<file path="src/rtl/edsac_mem_pkg.sv">
// Shared constants and FSM state type for the EDSAC mercury-store tank sequencers.
package edsac_mem_pkg;

    localparam int unsigned DIGITS_PER_MINOR = 18;
    localparam int unsigned MINORS_PER_TANK  = 32;
    localparam int unsigned SHORT_W          = 17;
    localparam int unsigned LONG_W           = 35;

    typedef enum logic [1:0] {
        F2_IDLE,
        F2_WAIT,
        F2_XFER,
        F2_DONE
    } f2_seq_state_t;

endpackage

</file>
<file path="src/rtl/memory_f2_timebase.sv">
// Digit (0..17) and minor-cycle (0..31) counters tracking the tank circulation.
// The next-position values are exported so sequencers can register gates in step with the counters.
module memory_f2_timebase
    import edsac_mem_pkg::*;
(
    input  logic       clk,
    input  logic       rst,
    output logic [4:0] digit,
    output logic [4:0] minor,
    output logic [4:0] digit_nxt,
    output logic [4:0] minor_nxt
);

    localparam logic [4:0] LAST_DIGIT = 5'(DIGITS_PER_MINOR - 1);
    localparam logic [4:0] LAST_MINOR = 5'(MINORS_PER_TANK - 1);

    always_comb begin
        digit_nxt = digit + 5'd1;
        minor_nxt = minor;
        if (digit == LAST_DIGIT) begin
            digit_nxt = '0;
            minor_nxt = (minor == LAST_MINOR) ? '0 : minor + 5'd1;
        end
    end

    always_ff @(posedge clk) begin
        if (rst) begin
            digit <= '0;
            minor <= '0;
        end else begin
            digit <= digit_nxt;
            minor <= minor_nxt;
        end
    end

endmodule

</file>
<file path="src/rtl/memory_f2_tank_seq.sv">
// Serial access sequencer for the f2 down-tank: waits for the addressed word, drives gates/f2_mib
// and deserialises f2_down_mob_t2. Define F2_LONG_WORD_EN for 35-bit long-word transfers.
module memory_f2_tank_seq
    import edsac_mem_pkg::*;
#(
    parameter int unsigned W = SHORT_W
) (
    input  logic         f2_clk,
    input  logic         f2_rst,
    input  logic         f2_cpu_req,
    input  logic         f2_cpu_wr,
    input  logic [4:0]   f2_cpu_addr,
`ifdef F2_LONG_WORD_EN
    input  logic         f2_cpu_long,
    input  logic [2*W:0] f2_cpu_wdata,
    output logic [2*W:0] f2_cpu_rdata,
`else
    input  logic [W-1:0] f2_cpu_wdata,
    output logic [W-1:0] f2_cpu_rdata,
`endif
    output logic         f2_cpu_ack,
    output logic         f2_busy,
    input  logic         f2_down_mob_t2,
    output logic         f2_mib,
    output logic         f2_down_t2_clr,
    output logic         f2_down_t2_in,
    output logic         f2_down_t2_out,
    output logic [4:0]   f2_minor,
    output logic [4:0]   f2_digit
);

`ifdef F2_LONG_WORD_EN
    localparam int unsigned DW = 2 * W + 1;
`else
    localparam int unsigned DW = W;
`endif

    f2_seq_state_t   state;
    logic [4:0]      addr_q;
    logic            wr_q;
    logic [DW-1:0]   wsh;
    logic [5:0]      idx;
    logic [5:0]      last_idx;
    logic [4:0]      digit_nxt;
    logic [4:0]      minor_nxt;

    memory_f2_timebase u_timebase (
        .clk       (f2_clk),
        .rst       (f2_rst),
        .digit     (f2_digit),
        .minor     (f2_minor),
        .digit_nxt (digit_nxt),
        .minor_nxt (minor_nxt)
    );

`ifdef F2_LONG_WORD_EN
    logic long_q;

    // A long word runs straight through the gap digit of its first minor cycle.
    always_comb begin
        last_idx = long_q ? 6'(2 * W) : 6'(W - 1);
    end
`else
    always_comb begin
        last_idx = 6'(W - 1);
    end
`endif

    always_ff @(posedge f2_clk) begin
        if (f2_rst) begin
            state          <= F2_IDLE;
            addr_q         <= '0;
            wr_q           <= 1'b0;
            wsh            <= '0;
            idx            <= '0;
            f2_cpu_rdata   <= '0;
            f2_cpu_ack     <= 1'b0;
            f2_busy        <= 1'b0;
            f2_mib         <= 1'b0;
            f2_down_t2_clr <= 1'b0;
            f2_down_t2_in  <= 1'b0;
            f2_down_t2_out <= 1'b0;
`ifdef F2_LONG_WORD_EN
            long_q         <= 1'b0;
`endif
        end else begin
            case (state)
                F2_IDLE: begin
                    if (f2_cpu_req) begin
                        state   <= F2_WAIT;
                        f2_busy <= 1'b1;
                        wr_q    <= f2_cpu_wr;
                        wsh     <= f2_cpu_wdata;
`ifdef F2_LONG_WORD_EN
                        long_q  <= f2_cpu_long;
                        addr_q  <= f2_cpu_long ? {f2_cpu_addr[4:1], 1'b0} : f2_cpu_addr;
`else
                        addr_q  <= f2_cpu_addr;
`endif
                        if (!f2_cpu_wr) begin
                            f2_cpu_rdata <= '0;
                        end
                    end
                end
                F2_WAIT: begin
                    // Gates are registered, so they are launched on the edge into (A,0).
                    if (minor_nxt == addr_q && digit_nxt == '0) begin
                        state          <= F2_XFER;
                        idx            <= '0;
                        f2_down_t2_out <= ~wr_q;
                        f2_down_t2_clr <= wr_q;
                        f2_down_t2_in  <= wr_q;
                        f2_mib         <= wr_q & wsh[0];
                        wsh            <= wsh >> 1;
                    end
                end
                F2_XFER: begin
                    if (!wr_q) begin
                        for (int unsigned i = 0; i < DW; i++) begin
                            if (idx == 6'(i)) begin
                                f2_cpu_rdata[i] <= f2_down_mob_t2;
                            end
                        end
                    end
                    if (idx == last_idx) begin
                        state          <= F2_DONE;
                        f2_down_t2_out <= 1'b0;
                        f2_down_t2_clr <= 1'b0;
                        f2_down_t2_in  <= 1'b0;
                        f2_mib         <= 1'b0;
                        f2_cpu_ack     <= 1'b1;
                    end else begin
                        idx    <= idx + 6'd1;
                        f2_mib <= wr_q & wsh[0];
                        wsh    <= wsh >> 1;
                    end
                end
                F2_DONE: begin
                    state      <= F2_IDLE;
                    f2_cpu_ack <= 1'b0;
                    f2_busy    <= 1'b0;
                end
                default: state <= F2_IDLE;
            endcase
        end
    end

endmodule

</file>
<file path="config.mk">
export PLATFORM = sky130hd
export DESIGN_NAME = memory_f2_tank_seq
export DESIGN_NICKNAME = d
export VERILOG_FILES = /design/src/rtl/edsac_mem_pkg.sv /design/src/rtl/memory_f2_timebase.sv /design/src/rtl/memory_f2_tank_seq.sv
export SDC_FILE = /design/constraint.sdc
export NUM_CORES = 1
export LEC_CHECK = 0
export BUFFER_PORTS_ARGS = -buffer_cell sky130_fd_sc_hd__buf_2
export CAP_MARGIN = 20
export CORE_MARGIN = 2
export CORE_UTILIZATION = 35
export CTS_CLUSTER_DIAMETER = 120
export DETAILED_ROUTE_END_ITERATION = 10
export PLACE_DENSITY = 0.58
export SLEW_MARGIN = 20
export SYNTH_ARGS = -nofsm -noshare
export SYNTH_HDL_FRONTEND = slang
export SYNTH_HIERARCHICAL = 1
export SYNTH_SLANG_ARGS = --single-unit
</file>
<file path="constraint.sdc">
create_clock -name f2_clk -period 3 [get_ports f2_clk]
set_input_delay 0.6 -clock f2_clk [delete_from_list [all_inputs] [get_ports f2_clk]]
set_output_delay 0.6 -clock f2_clk [all_outputs]
set_load 0.05 [all_outputs]
</file>
After elaboration in Yosys (flattened, before gate mapping)
Cells that the tools add are included.

Muxes and demuxes: 47. Bitwise logic cells: 2. Reductions and logical operators: 34. Eq/ne operators: 44. Add/sub/neg operators: 3.

Operators by type and width (count): 17-bit 2-to-1 mux (6); 5-bit AND reduction (17); 17-bit one-hot mux with 3 select lines (1); 6-bit by 4-bit equality test with 1-bit output, second input constant (8); 2-bit inequality test, second input constant (22); 17-bit one-hot mux with 2 select lines (1); 6-bit by 3-bit equality test with 1-bit output, second input constant (4); 1-bit 2-to-1 mux (24); 5-bit 2-to-1 mux (3); 6-bit by 2-bit equality test with 1-bit output, second input constant (2); 6-bit 2-to-1 mux (2); 6-bit one-hot mux with 2 select lines (1); 5-bit by 1-bit adder with 5-bit output, second input constant (2); 5-bit equality test, second input constant (2); 1-bit one-hot mux with 2 select lines (5); 3-bit AND reduction (3); 2-bit one-hot mux with 4 select lines (1); 2-bit AND reduction (4); 2-bit nonzero test (4); 6-bit by 1-bit adder with 6-bit output, second input constant (1); 6-bit by 1-bit equality test with 1-bit output, second input constant (1); 6-bit by 5-bit equality test with 1-bit output, second input constant (1); 6-bit zero test (1); 2-bit 2-to-1 mux (3); 10 further kinds (11).

Input port bits: 27. Logic and storage cells: 159. Register bits: 63. Output and inout port bits: 33.

Logic depth before layout (Yosys ltp)
Gate-level depths: netlist of run 1.

Depth after elaboration: 7. Depth in mapped cells: 13.

Hierarchy
Netlist of run 1, hierarchy kept.

By module, submodules not included: memory_f2_tank_seq (times used 1, cells each 321, area an instance 2731.4 um^2); memory_f2_timebase (times used 1, cells each 55, area an instance 511.7 um^2).

Worst setup path after synthesis of run 1
No wires, ideal clock.

Path kind: register -> register. Start: reg u_timebase.minor[0]. End: reg wsh[10]. Setup time: 0.080 ns. Required time: 2.920 ns. Stages on the path, launching flop included: 12. Path slack: -0.080 ns. Arrival time: 3.000 ns. Cells stage by stage: dfxtp_1 ha_1 and3_1 ha_1 or4_1 nand2_1 xnor2_1 nand4_1 o21ai_1 clkbuf_1 a21oi_1 a211oi_2.

Word-level cells in the longest chain between the ends: 7. Elaborated cells between the ends (all ways): 8. Classes of those cells: add/sub: 1; eq/ne: 3; mux: 2; reduce/logical: 2.

RTL lines: from (decl) (line memory_f2_timebase.sv:9) `output logic [4:0] minor,`; from (signal assigned) (line memory_f2_timebase.sv:32) `minor <= minor_nxt;`; 5-bit by 1-bit adder with 5-bit output or 5-bit equality test (tied branches) (line memory_f2_timebase.sv:22) `minor_nxt = (minor == LAST_MINOR) ? '0 : minor + 5'd1;`; 5-bit 2-to-1 mux (*) (line memory_f2_timebase.sv:22); 5-bit 2-to-1 mux (*) (line memory_f2_timebase.sv:20) `if (digit == LAST_DIGIT) begin`; net minor_nxt[3] (line memory_f2_tank_seq.sv:45) `logic [4:0] minor_nxt;`; 5-bit equality test (*) (line memory_f2_tank_seq.sv:107) `if (minor_nxt == addr_q && digit_nxt == '0) begin`; 1-bit logical AND (*) (line memory_f2_tank_seq.sv:107); 2-bit inequality test (no source line) (*); 4-bit AND reduction (no source line) (*); to (signal assigned) (line memory_f2_tank_seq.sv:93) `wsh <= f2_cpu_wdata;`; to (signal assigned) (line memory_f2_tank_seq.sv:114) `wsh <= wsh >> 1;`; to (signal assigned) (line memory_f2_tank_seq.sv:135) `wsh <= wsh >> 1;`; to (decl) (line memory_f2_tank_seq.sv:41) `logic [DW-1:0] wsh;`.

Mark *: on every way through the listed nets, which the timed path passes. The rest lies on a longest branch. A chain may end at the register's enable or synchronous reset.

Final worst setup path of run 1
Start: reg u_timebase.minor[0]. End: reg state[1].

Word-level cells in the longest chain between the ends: 7. Elaborated cells between the ends (all ways): 8. Classes of those cells: add/sub: 1; eq/ne: 3; mux: 2; reduce/logical: 2.

RTL lines: 5-bit by 1-bit adder with 5-bit output or 5-bit equality test (tied branches) (line memory_f2_timebase.sv:22); 5-bit 2-to-1 mux (*) (line memory_f2_timebase.sv:22); 5-bit 2-to-1 mux (*) (line memory_f2_timebase.sv:20); net minor_nxt[3] (line memory_f2_tank_seq.sv:45); 5-bit equality test (*) (line memory_f2_tank_seq.sv:107); 1-bit logical AND (*) (line memory_f2_tank_seq.sv:107); 2-bit inequality test (no source line) (*); 3-bit AND reduction (no source line) (*); to (signal assigned) (line memory_f2_tank_seq.sv:108) `state <= F2_XFER;`; to (signal assigned) (line memory_f2_tank_seq.sv:126) `state <= F2_DONE;`; to (signal assigned) (line memory_f2_tank_seq.sv:139) `state <= F2_IDLE;`; to (decl) (line memory_f2_tank_seq.sv:38) `f2_seq_state_t state;`.

Marks and branches as above.

==> reports/summary.txt, run 1 <==
status: finished, final reports clean
Starting Density: 35.6%
gpl congestion: 0.800
Avg WL per Cell: 14.7 um
Seq pwr share: 34.5%
sw frac: 38.2%
grt total ovfl: 0
Max VDD drop: 0.424 mV
root buf cell: clkbuf_8
Fin. Hold Viols: 0
final setup fails: 0
Final Total Pwr: 3.18 mW
drt total wl: 8000 um
Clock Path Buffers: 2
number of global-route vias before repair: 2718
# clock sinks: 63
layout cells sized above 1: 25.5%
static leakage: 1.58 nW
Layout Nets: 470
setup_tns: 0 ns
Detail Route Antenna Nets: 0
Yosys warning count: 6
syn nets: 416
crit path time final: 2.82 ns
Placement Rows: 35
Setup crit end kind: register
DR vias/cell: 5.29
post-synth cell types: 52
Num CTS Buffers: 9
Die Height: 100 um
initial antenna violation count: 0
worst slew pin tran: 0.771 ns
Final Skew: 0.0130 ns
GRT Total Usage: 16.6%
Synth Instances: 376
Seq/Total Area, Yosys: 38.9%
global-route wire length before repair: 13100 um
most frequent cells in the layout: a21oi_1, dfxtp_1, buf_2, nand2_1, o21ai_0
Crit path arrival time: 3.10 ns
commonest non-fill, non-tap cell in the layout: a21oi_1
Clock Power Share: 25.9%
CTS tree: done
syn_area_per_cell: 8.63 sq um
post-layout util: 42.6%
io pins: 60
internal power: 1.97 mW
largest net degree at the start of global routing: 35
cts hold-fix bufs: 0
Clock Pin Slew Worst Setup and Hold Paths: 0.07 ns
Clock Latency Late Sink: 0.35 ns
Slew Viols, Final: 0
hold path start: wsh[16]$_SDFFE_PP0P_
Hold Crit Class: reg2reg
ys flop type: dfxtp_1
Final period util: 94.1%
startpoint types: register
Cell Area, Synth: 3240 sq um
die span in x: 100 um
CP Max Fanout: 6
die area: 10100 sq um
Worst slew margin: 48.2%
EDFF count, synth: 0
Required @ worst endpoint: 3.28 ns
DP Wirelength: 5430 um
Max-cap violations: 0
core footprint: 9110 sq um
# H-tree levels: 3
DR DRC count: 0
DR pass1 iterations: 4
Area Overhead vs Synth: 19.6%
Setup crit start: u_timebase/minor[0]$_SDFF_PP0_
pwr dens: 820 nW/um^2
P_sw: 1.22 mW
register bit total from synthesis: 63
Max Clk Rate: 0.354 GHz
Comb pwr share: 39.6%
initial drt markers: 155
Layout Cells excl Fill: 546
placed cells: 527
FF-to-FF Start: u_timebase/minor[0]$_SDFF_PP0_
Post-synth ARST share: 0%
Diodes inserted: 0
crit path kind: reg2reg
via count: 2890
port bufs: 59
-- state kept, by name, indices dropped and copies added (netlist names) --
name,cells
f2_cpu_rdata,17
wsh,17
idx,6
addr_q,5
u_timebase/digit,5
u_timebase/minor,5
state,2
f2_busy,1
f2_cpu_ack,1
f2_down_t2_in,1
f2_down_t2_out,1
f2_mib,1
wr_q,1
-- final timing paths --
kind | to | slack [ns] | depth (start not counted)
worst max-delay path | state[1]$_SDFFE_PP0P_ | 0.18 | 11
worst min-delay path | wsh[16]$_SDFFE_PP0P_ | 0.45 | 2
worst max register to register | state[1]$_SDFFE_PP0P_ | 0.18 | 11
worst min register to register | wsh[16]$_SDFFE_PP0P_ | 0.45 | 2
-- layer usage --
layer,vias up,track usage (%),wire length (um)
met3,8,4.46,508
met4,0,6.95,108
li1,1465,-,-
met5,-,0,0
met1,1349,22.1,3780
met2,68,25.3,3610
-- cell usage after synthesis (2+ instances only) --
cell	instances	area share, %
nand2b_1	4	0.77
a31oi_1	2	0.39
dfxtp_1	63	39
nand2_1	40	4.6
and3_1	3	0.58
o21ai_0	24	3.7
and4_1	5	1.4
a211oi_2	9	3.5
nor2_1	19	2.2
a21oi_1	68	10
nand3_1	14	2.2
buf_2	5	0.77
a211oi_1	9	2.1
inv_1	8	0.93
clkbuf_1	15	1.7
nor2b_1	4	0.77
o21ai_1	2	0.31
mux2i_1	17	5.2
nor3_1	7	1.1
ha_1	13	5.0
nand4b_1	3	0.81
nor4b_2	2	0.93
xnor2_1	7	1.9
buf_6	4	1.4
nor4_1	2	0.39
-- critical path, cell delays in order, from the launching register on --
cell,delay (ns)
dfxtp_2,0.35
ha_1,0.22
and3_1,0.19
ha_2,0.21
or4_4,0.52
nand2_1,0.10
xnor2_1,0.11
nand4_1,0.22
o21ai_4,0.31
buf_6,0.16
and3_1,0.19
mux2i_1,0.18
-- logic make-up after synthesis --
kind of cell / Yosys count / share of synthesized area (%)
compound gates: 122 / 22.6
simple gates: 116 / 19.9
flops: 63 / 38.9
buf+inv: 36 / 5.79
mux: 19 / 5.94
fa+ha+maj: 13 / 5.02
xor+xnor: 7 / 1.89
-- cell type report --
type | instances | area [sq um]
fill | 951 | 5230
multi-input combinational | 278 | 1830
sequential | 63 | 1260
timing repair buffer | 70 | 395
tap | 111 | 139
clock buffer | 9 | 124
clock inverter | 7 | 97.6
inverter | 8 | 30.0
-- power by group through the flow --
stage	Clock, mW	Sequential, mW	Combinational [mW]
3_3_place_gp	0	1.11	1.19
6_report	0.824	1.10	1.26
3_5_place_dp	0	1.11	1.21
5_1_grt	0.889	1.12	1.38
2_1_floorplan	0	1.12	0.977
4_1_cts	0.847	1.10	1.21
-- what timing repair did --
| item | in CTS | in global routing |
|---|---|---|
| setup endpoints to repair | 0 | 21 |
| setup buffers | 0 | 1 |
| resized for setup | 0 | 9 |
-- through the flow --
| step | instance area, sq um | hold slack, ns | setup WS (ns) |
|---|---|---|---|
| 2_1_floorplan | 3250 | 0.428 | 0.00688 |
| 3_3_place_gp | 3600 | 0.442 | 0.260 |
| 3_5_place_dp | 3600 | 0.443 | 0.148 |
| 4_1_cts | 3820 | 0.455 | 0.122 |
| 5_1_grt | 3880 | 0.481 | -0.000177 |
| 6_report | 3880 | 0.453 | 0.176 |
No activity file was read; power rests on OpenSTA's default activity.
==> run 2, diff against run 1 <==
PLACE_DENSITY = not set   (was 0.58)
PLACE_DENSITY_LB_ADDON = 0.05   (was not set)
clock period = 3.22 ns   (was 3 ns; I/O delays follow)
==> run 2 against run 1 <==
Effect of this change:
- final area decreased by 2.3%
- via count decreased by 2.2%
- register-to-register slack improved by 0.04 ns
- die area unchanged
- core utilization decreased by 0.99 points
- sequential power decreased by 7%
- combinational power decreased by 9.5%
- count of clock-buffer cells in the layout increased by 3
- highest routed layer unchanged
==> reports/summary.txt, run 2 (same netlist as run 1, synthesis figures left out) <==
status: finished, final reports clean (unchanged)
CTS tree: done (unchanged)
Final period util: 93.4% (was 94.1%)
static leakage: 1.55 nW (was 1.58 nW)
Placement Rows: 35 (unchanged)
largest registers: f2_cpu_rdata x17, wsh x17, idx x6 (unchanged)
met2 WL: 3570 um (was 3610 um)
top routing layer in use: met4 (unchanged)
Required @ worst endpoint: 3.41 ns (was 3.28 ns)
DP Wirelength: 5680 um (was 5430 um)
pwr dens: 756 nW/um^2 (was 820 nW/um^2)
CP Max Fanout: 27 (was 6)
Num CTS Buffers: 9 (unchanged)
setup_tns: 0 ns (unchanged)
Cell Area, Placed: 3590 sq um (was 3600 sq um)
post-cts resize count: 0 (unchanged)
Post-Layout Inst Area: 3790 sq um (was 3880 sq um)
DR pass1 iterations: 4 (unchanged)
worst slew pin tran: 0.915 ns (was 0.771 ns)
io pins: 60 (unchanged)
# H-tree levels: 3 (unchanged)
Die Height: 100 um (unchanged)
Clock Path Buffers: 2 (unchanged)
Crit path arrival time: 3.19 ns (was 3.10 ns)
startpoint types: register (unchanged)
cts hold-fix bufs: 0 (unchanged)
gpl congestion: 0.759 (was 0.800)
initial antenna violation count: 0 (unchanged)
DR vias/cell: 5.23 (was 5.29)
hold path depth: 2 (unchanged)
Avg WL per Cell: 15.2 um (was 14.7 um)
Max VDD drop: 0.344 mV (was 0.424 mV)
Final Skew: 0.0122 ns (was 0.0130 ns)
Diodes inserted: 0 (unchanged)
most frequent cells in the layout: a21oi_1, dfxtp_1, buf_2, nand2_1, o21ai_0 (unchanged)
root buf cell: clkbuf_8 (unchanged)
Area Overhead vs Synth: 16.9% (was 19.6%)
crit path time final: 3.01 ns (was 2.82 ns)
Slew Viols, Final: 0 (unchanged)
die area: 10100 sq um (unchanged)
initial drt markers: 83 (was 155)
drt total wl: 8200 um (was 8000 um)
Clock Pin Slew Worst Setup and Hold Paths: 0.06 ns (was 0.07 ns)
RSZ-0062 raised after global routing: false
Comb pwr share: 39.6% (about the same)
M1 wire length: 4240 um (was 3780 um)
Worst slew margin: 39.0% (was 48.2%)
commonest non-fill, non-tap cell in the layout: a21oi_1 (unchanged)
port bufs: 59 (unchanged)
crit path kind: reg2reg (unchanged)
R2R depth: 11 (unchanged)
post-layout util: 41.6% (was 42.6%)
Layout Nets: 466 (was 470)
Clock Power Share: 24.8% (was 25.9%)
Detail Route Antenna Nets: 0 (unchanged)
Min Hold Slack: 0.457 ns (was 0.453 ns)
layout cells sized above 1: 22.8% (was 25.5%)
GRT Total Usage: 16.9% (was 16.6%)
Fin. Hold Viols: 0 (unchanged)
via count: 2827 (was 2890)
postcts setup bufs: 0 (unchanged)
Setup crit end kind: register (unchanged)
internal power: 1.76 mW (was 1.97 mW)
sw frac: 38.6% (was 38.2%)
number of global-route vias before repair: 2724 (was 2718)
grt total ovfl: 0 (unchanged)
global-route wire length before repair: 13600 um (was 13100 um)
largest net degree at the start of global routing: 29 (was 35)
routed length on met3: 318 um (was 508 um)
Seq pwr share: 35.6% (was 34.5%)
Max-cap violations: 0 (unchanged)
Hold Crit Class: reg2reg (unchanged)
P_sw: 1.10 mW (was 1.22 mW)
die span in x: 100 um (unchanged)
Max Clk Rate: 0.332 GHz (was 0.354 GHz)
final setup fails: 0 (unchanged)
core footprint: 9110 sq um (unchanged)
DR DRC count: 0 (unchanged)
# clock sinks: 63 (unchanged)
Starting Density: 35.6% (unchanged)
Clock Latency Late Sink: 0.33 ns (was 0.35 ns)
[run 2: cell types whose count changed in the layout (fill, tap and decap cells not counted), sizes merged]
cell,change
bufinv,-1
clkinvlp,-1
clkbuf,+3
and2,-1
clkinv,-2
buf,-3
[run 2: critical path, cell delays in order, from the launching register on]
cell	delay, ns
dfxtp_1	0.35
ha_1	0.23
and3_1	0.19
ha_1	0.24
or4_1	0.56
nand2_1	0.11
xnor2_1	0.12
nand4_1	0.16
o21ai_1	0.26
buf_12	0.21
and2_4	0.31
a211oi_1	0.11
[run 2: power groups by stage]
stage	combinational, mW	clock (mW)	sequential, mW
after floorplan	0.906	0	1.05
after global placement	1.13	0	1.04
after detailed placement	1.14	0	1.04
after CTS	1.14	0.730	1.02
after global routing	1.26	0.761	1.04
final	1.14	0.709	1.02
[run 2: worst paths after layout]
kind,from,endpoint,slack [ns]
worst max register to register,u_timebase/minor[0]$_SDFF_PP0_,wsh[3]$_SDFFE_PP0P_,0.21
worst max-delay path,u_timebase/minor[0]$_SDFF_PP0_,wsh[3]$_SDFFE_PP0P_,0.21
worst min register to register,wsh[16]$_SDFFE_PP0P_,wsh[16]$_SDFFE_PP0P_,0.46
worst min-delay path,wsh[16]$_SDFFE_PP0P_,wsh[16]$_SDFFE_PP0P_,0.46
[run 2: final cells by class]
cell class | instances | area (sq um)
Sequential cell | 63 | 1260
Tap cell | 111 | 139
Fill cell | 956 | 5320
Inverter | 8 | 30.0
Multi-Input combinational cell | 277 | 1790
Clock buffer | 12 | 155
Clock inverter | 3 | 42.5
Timing Repair Buffer | 67 | 368
[run 2: stage by stage]
step	cells	setup WS [ns]	total power, mW
6_report	541	0.212	2.86
2_1_floorplan	376	0.140	1.95
4_1_cts	541	0.210	2.89
3_5_place_dp	526	0.234	2.18
3_3_place_gp	526	0.285	2.17
5_1_grt	541	0.0244	3.06
[run 2: layer usage]
metal	track usage [%]	vias up
li1	-	1450
met1	24.4	1312
met2	25.4	59
met3	2.92	6
met4	5.58	0
met5	0	-
==> run 3, diff against run 2 <==
BUFFER_PORTS_ARGS = not set   (was -buffer_cell sky130_fd_sc_hd__buf_2)
DONT_BUFFER_PORTS = 1   (was not set)
==> run 3 against run 2 <==
Effect of this change:
- sequential share of layout area up 2.3 points
- largest power group unchanged
- wire length decreased by 2.3%
- non-clock buffer count down 51
- worst hold slack lost 0.078 ns
- clock skew fell by 0.0019 ns
- clock power is 3.5% lower
- register-to-register slack improved by 0.08 ns
- first-iteration DRC count rose by 30%
- largest cell class unchanged
==> reports/summary.txt, run 3 (same netlist as run 1, synthesis figures left out) <==
Final Total Pwr: 2.79 mW (was 2.86 mW)
DR vias/cell: 5.39 (was 5.23)
Setup crit start: u_timebase/minor[0]$_SDFF_PP0_ (unchanged)
Hold Crit Class: in2reg (was reg2reg)
commonest non-fill, non-tap cell in the layout: a21oi_1 (unchanged)
# H-tree levels: 3 (unchanged)
final worst setup slack: 0.295 ns (was 0.212 ns)
via count: 2647 (was 2827)
io pins: 60 (unchanged)
pwr dens: 787 nW/um^2 (was 756 nW/um^2)
crit path kind: reg2reg (unchanged)
Starting Density: 35.6% (unchanged)
most frequent cells in the layout: a21oi_1, dfxtp_1, nand2_1, o21ai_0, nor2_1 (was a21oi_1, dfxtp_1, buf_2, nand2_1, o21ai_0)
die area: 10100 sq um (unchanged)
gpl congestion: 0.781 (was 0.759)
layout cells sized above 1: 12.6% (was 22.8%)
grt total ovfl: 0 (unchanged)
initial antenna violation count: 0 (unchanged)
R2R depth: 11 (unchanged)
Worst slew margin: 34.6% (was 39.0%)
DP Wirelength: 5470 um (was 5680 um)
postcts setup bufs: 0 (unchanged)
Slew Viols, Final: 0 (unchanged)
crit path time final: 2.93 ns (was 3.01 ns)
global-route wire length before repair: 13500 um (was 13600 um)
status: finished, final reports clean (unchanged)
RSZ-0062 raised after global routing: false (unchanged)
number of global-route vias before repair: 2683 (was 2724)
hold path start: f2_rst (was wsh[16]$_SDFFE_PP0P_)
Clock Power Share: 24.5% (was 24.8%)
Max Clk Rate: 0.342 GHz (was 0.332 GHz)
Detail Route Antenna Nets: 0 (unchanged)
port bufs: 0 (was 59)
# clock sinks: 63 (unchanged)
# fillers: 947 (was 956)
Max VDD drop: 0.396 mV (was 0.344 mV)
CTS tree: done (unchanged)
Clock Path Buffers: 2 (unchanged)
Post-Layout Inst Area: 3550 sq um (was 3790 sq um)
worst slew pin tran: 0.979 ns (was 0.915 ns)
Clock Pin Slew Worst Setup and Hold Paths: 0.07 ns (was 0.06 ns)
Area Overhead vs Synth: 9.34% (was 16.9%)
Clock Latency Late Sink: 0.34 ns (was 0.33 ns)
Avg WL per Cell: 16.3 um (was 15.2 um)
internal power: 1.72 mW (was 1.76 mW)
GRT Total Usage: 17.0% (was 16.9%)
Layout Nets: 415 (was 466)
P_sw: 1.07 mW (was 1.10 mW)
cts hold-fix bufs: 0 (unchanged)
sw frac: 38.2% (was 38.6%)
CP Max Fanout: 9 (was 27)
Final Skew: 0.0103 ns (was 0.0122 ns)
Crit path arrival time: 3.15 ns (was 3.19 ns)
Seq pwr share: 37.2% (was 35.6%)
largest net degree at the start of global routing: 64 (was 29)
hold path depth: 1 (was 2)
drt total wl: 8010 um (was 8200 um)
Die Height: 100 um (unchanged)
Comb pwr share: 38.3% (was 39.6%)
Diodes inserted: 0 (unchanged)
root buf cell: clkbuf_8 (unchanged)
Cell Area, Placed: 3350 sq um (was 3590 sq um)
post-cts resize count: 0 (unchanged)
DR pass1 iterations: 4 (unchanged)
die span in x: 100 um (unchanged)
setup_tns: 0 ns (unchanged)
static leakage: 1.31 nW (was 1.55 nW)
Fin. Hold Viols: 0 (unchanged)
startpoint types: register (unchanged)
Num CTS Buffers: 9 (unchanged)
dpl ws: 0.254 ns (was 0.234 ns)
final setup fails: 0 (unchanged)
initial drt markers: 108 (was 83)
Setup crit end kind: register (unchanged)
FF-to-FF Start: u_timebase/minor[0]$_SDFF_PP0_ (unchanged)
Required @ worst endpoint: 3.44 ns (was 3.41 ns)
DR DRC count: 0 (unchanged)
Placement Rows: 35 (unchanged)
Final period util: 90.8% (was 93.4%)
largest registers: f2_cpu_rdata x17, wsh x17, idx x6 (unchanged)
Max-cap violations: 0 (unchanged)
core footprint: 9110 sq um (unchanged)
-- run 3: power groups by stage --
stage	Clock, mW	Sequential, mW	Combinational (mW)
finish	0.684	1.04	1.07
detailed placement	0	1.06	1.08
floorplan	0	1.05	0.906
global placement	0	1.06	1.08
CTS	0.709	1.04	1.08
global route	0.750	1.06	1.21
-- run 3: worst max-delay path: stages, from the launching register on --
cell,delay (ns)
dfxtp_1,0.32
ha_1,0.21
and3_1,0.18
ha_1,0.24
or4_1,0.54
nand2_1,0.11
xnor2_1,0.12
nand4_1,0.23
o21ai_4,0.34
buf_4,0.22
o21ai_0,0.09
a32o_1,0.21
-- run 3: cell type report --
cell class / count / area, sq um / area share, %
multi-input cells: 277 / 1810 / 50.9
clock buffers: 12 / 145 / 4.09
repair buffers: 16 / 120 / 3.39
flip-flops and latches: 63 / 1260 / 35.6
clock inverters: 4 / 45.0 / 1.27
inverters: 8 / 30.0 / 0.847
well taps: 111 / 139 / 3.92
-- run 3: per-stage QoR --
step           util [%]  hold slack, ns  std cells
3_3_place_gp       36.8           0.442        475
3_5_place_dp       36.8           0.447        475
5_1_grt            38.9           0.325        491
6_report           38.9           0.379        491
4_1_cts            38.8           0.349        491
2_1_floorplan         -           0.428        376
-- run 3: worst paths after layout --
kind	end	slack, ns
worst min-delay path	u_timebase/minor[3]$_SDFF_PP0_	0.38
worst max-delay path	idx[3]$_SDFFE_PP0P_	0.29
worst min register to register	wsh[16]$_SDFFE_PP0P_	0.45
worst max register to register	idx[3]$_SDFFE_PP0P_	0.29
-- run 3: per-layer routing --
metal	vias up	global-route usage, %	routed length, um
li1	1352	-	-
met1	1241	22.7	3940
met2	52	25.9	3610
met3	2	6.55	429
met4	0	4.43	33
met5	-	0	0
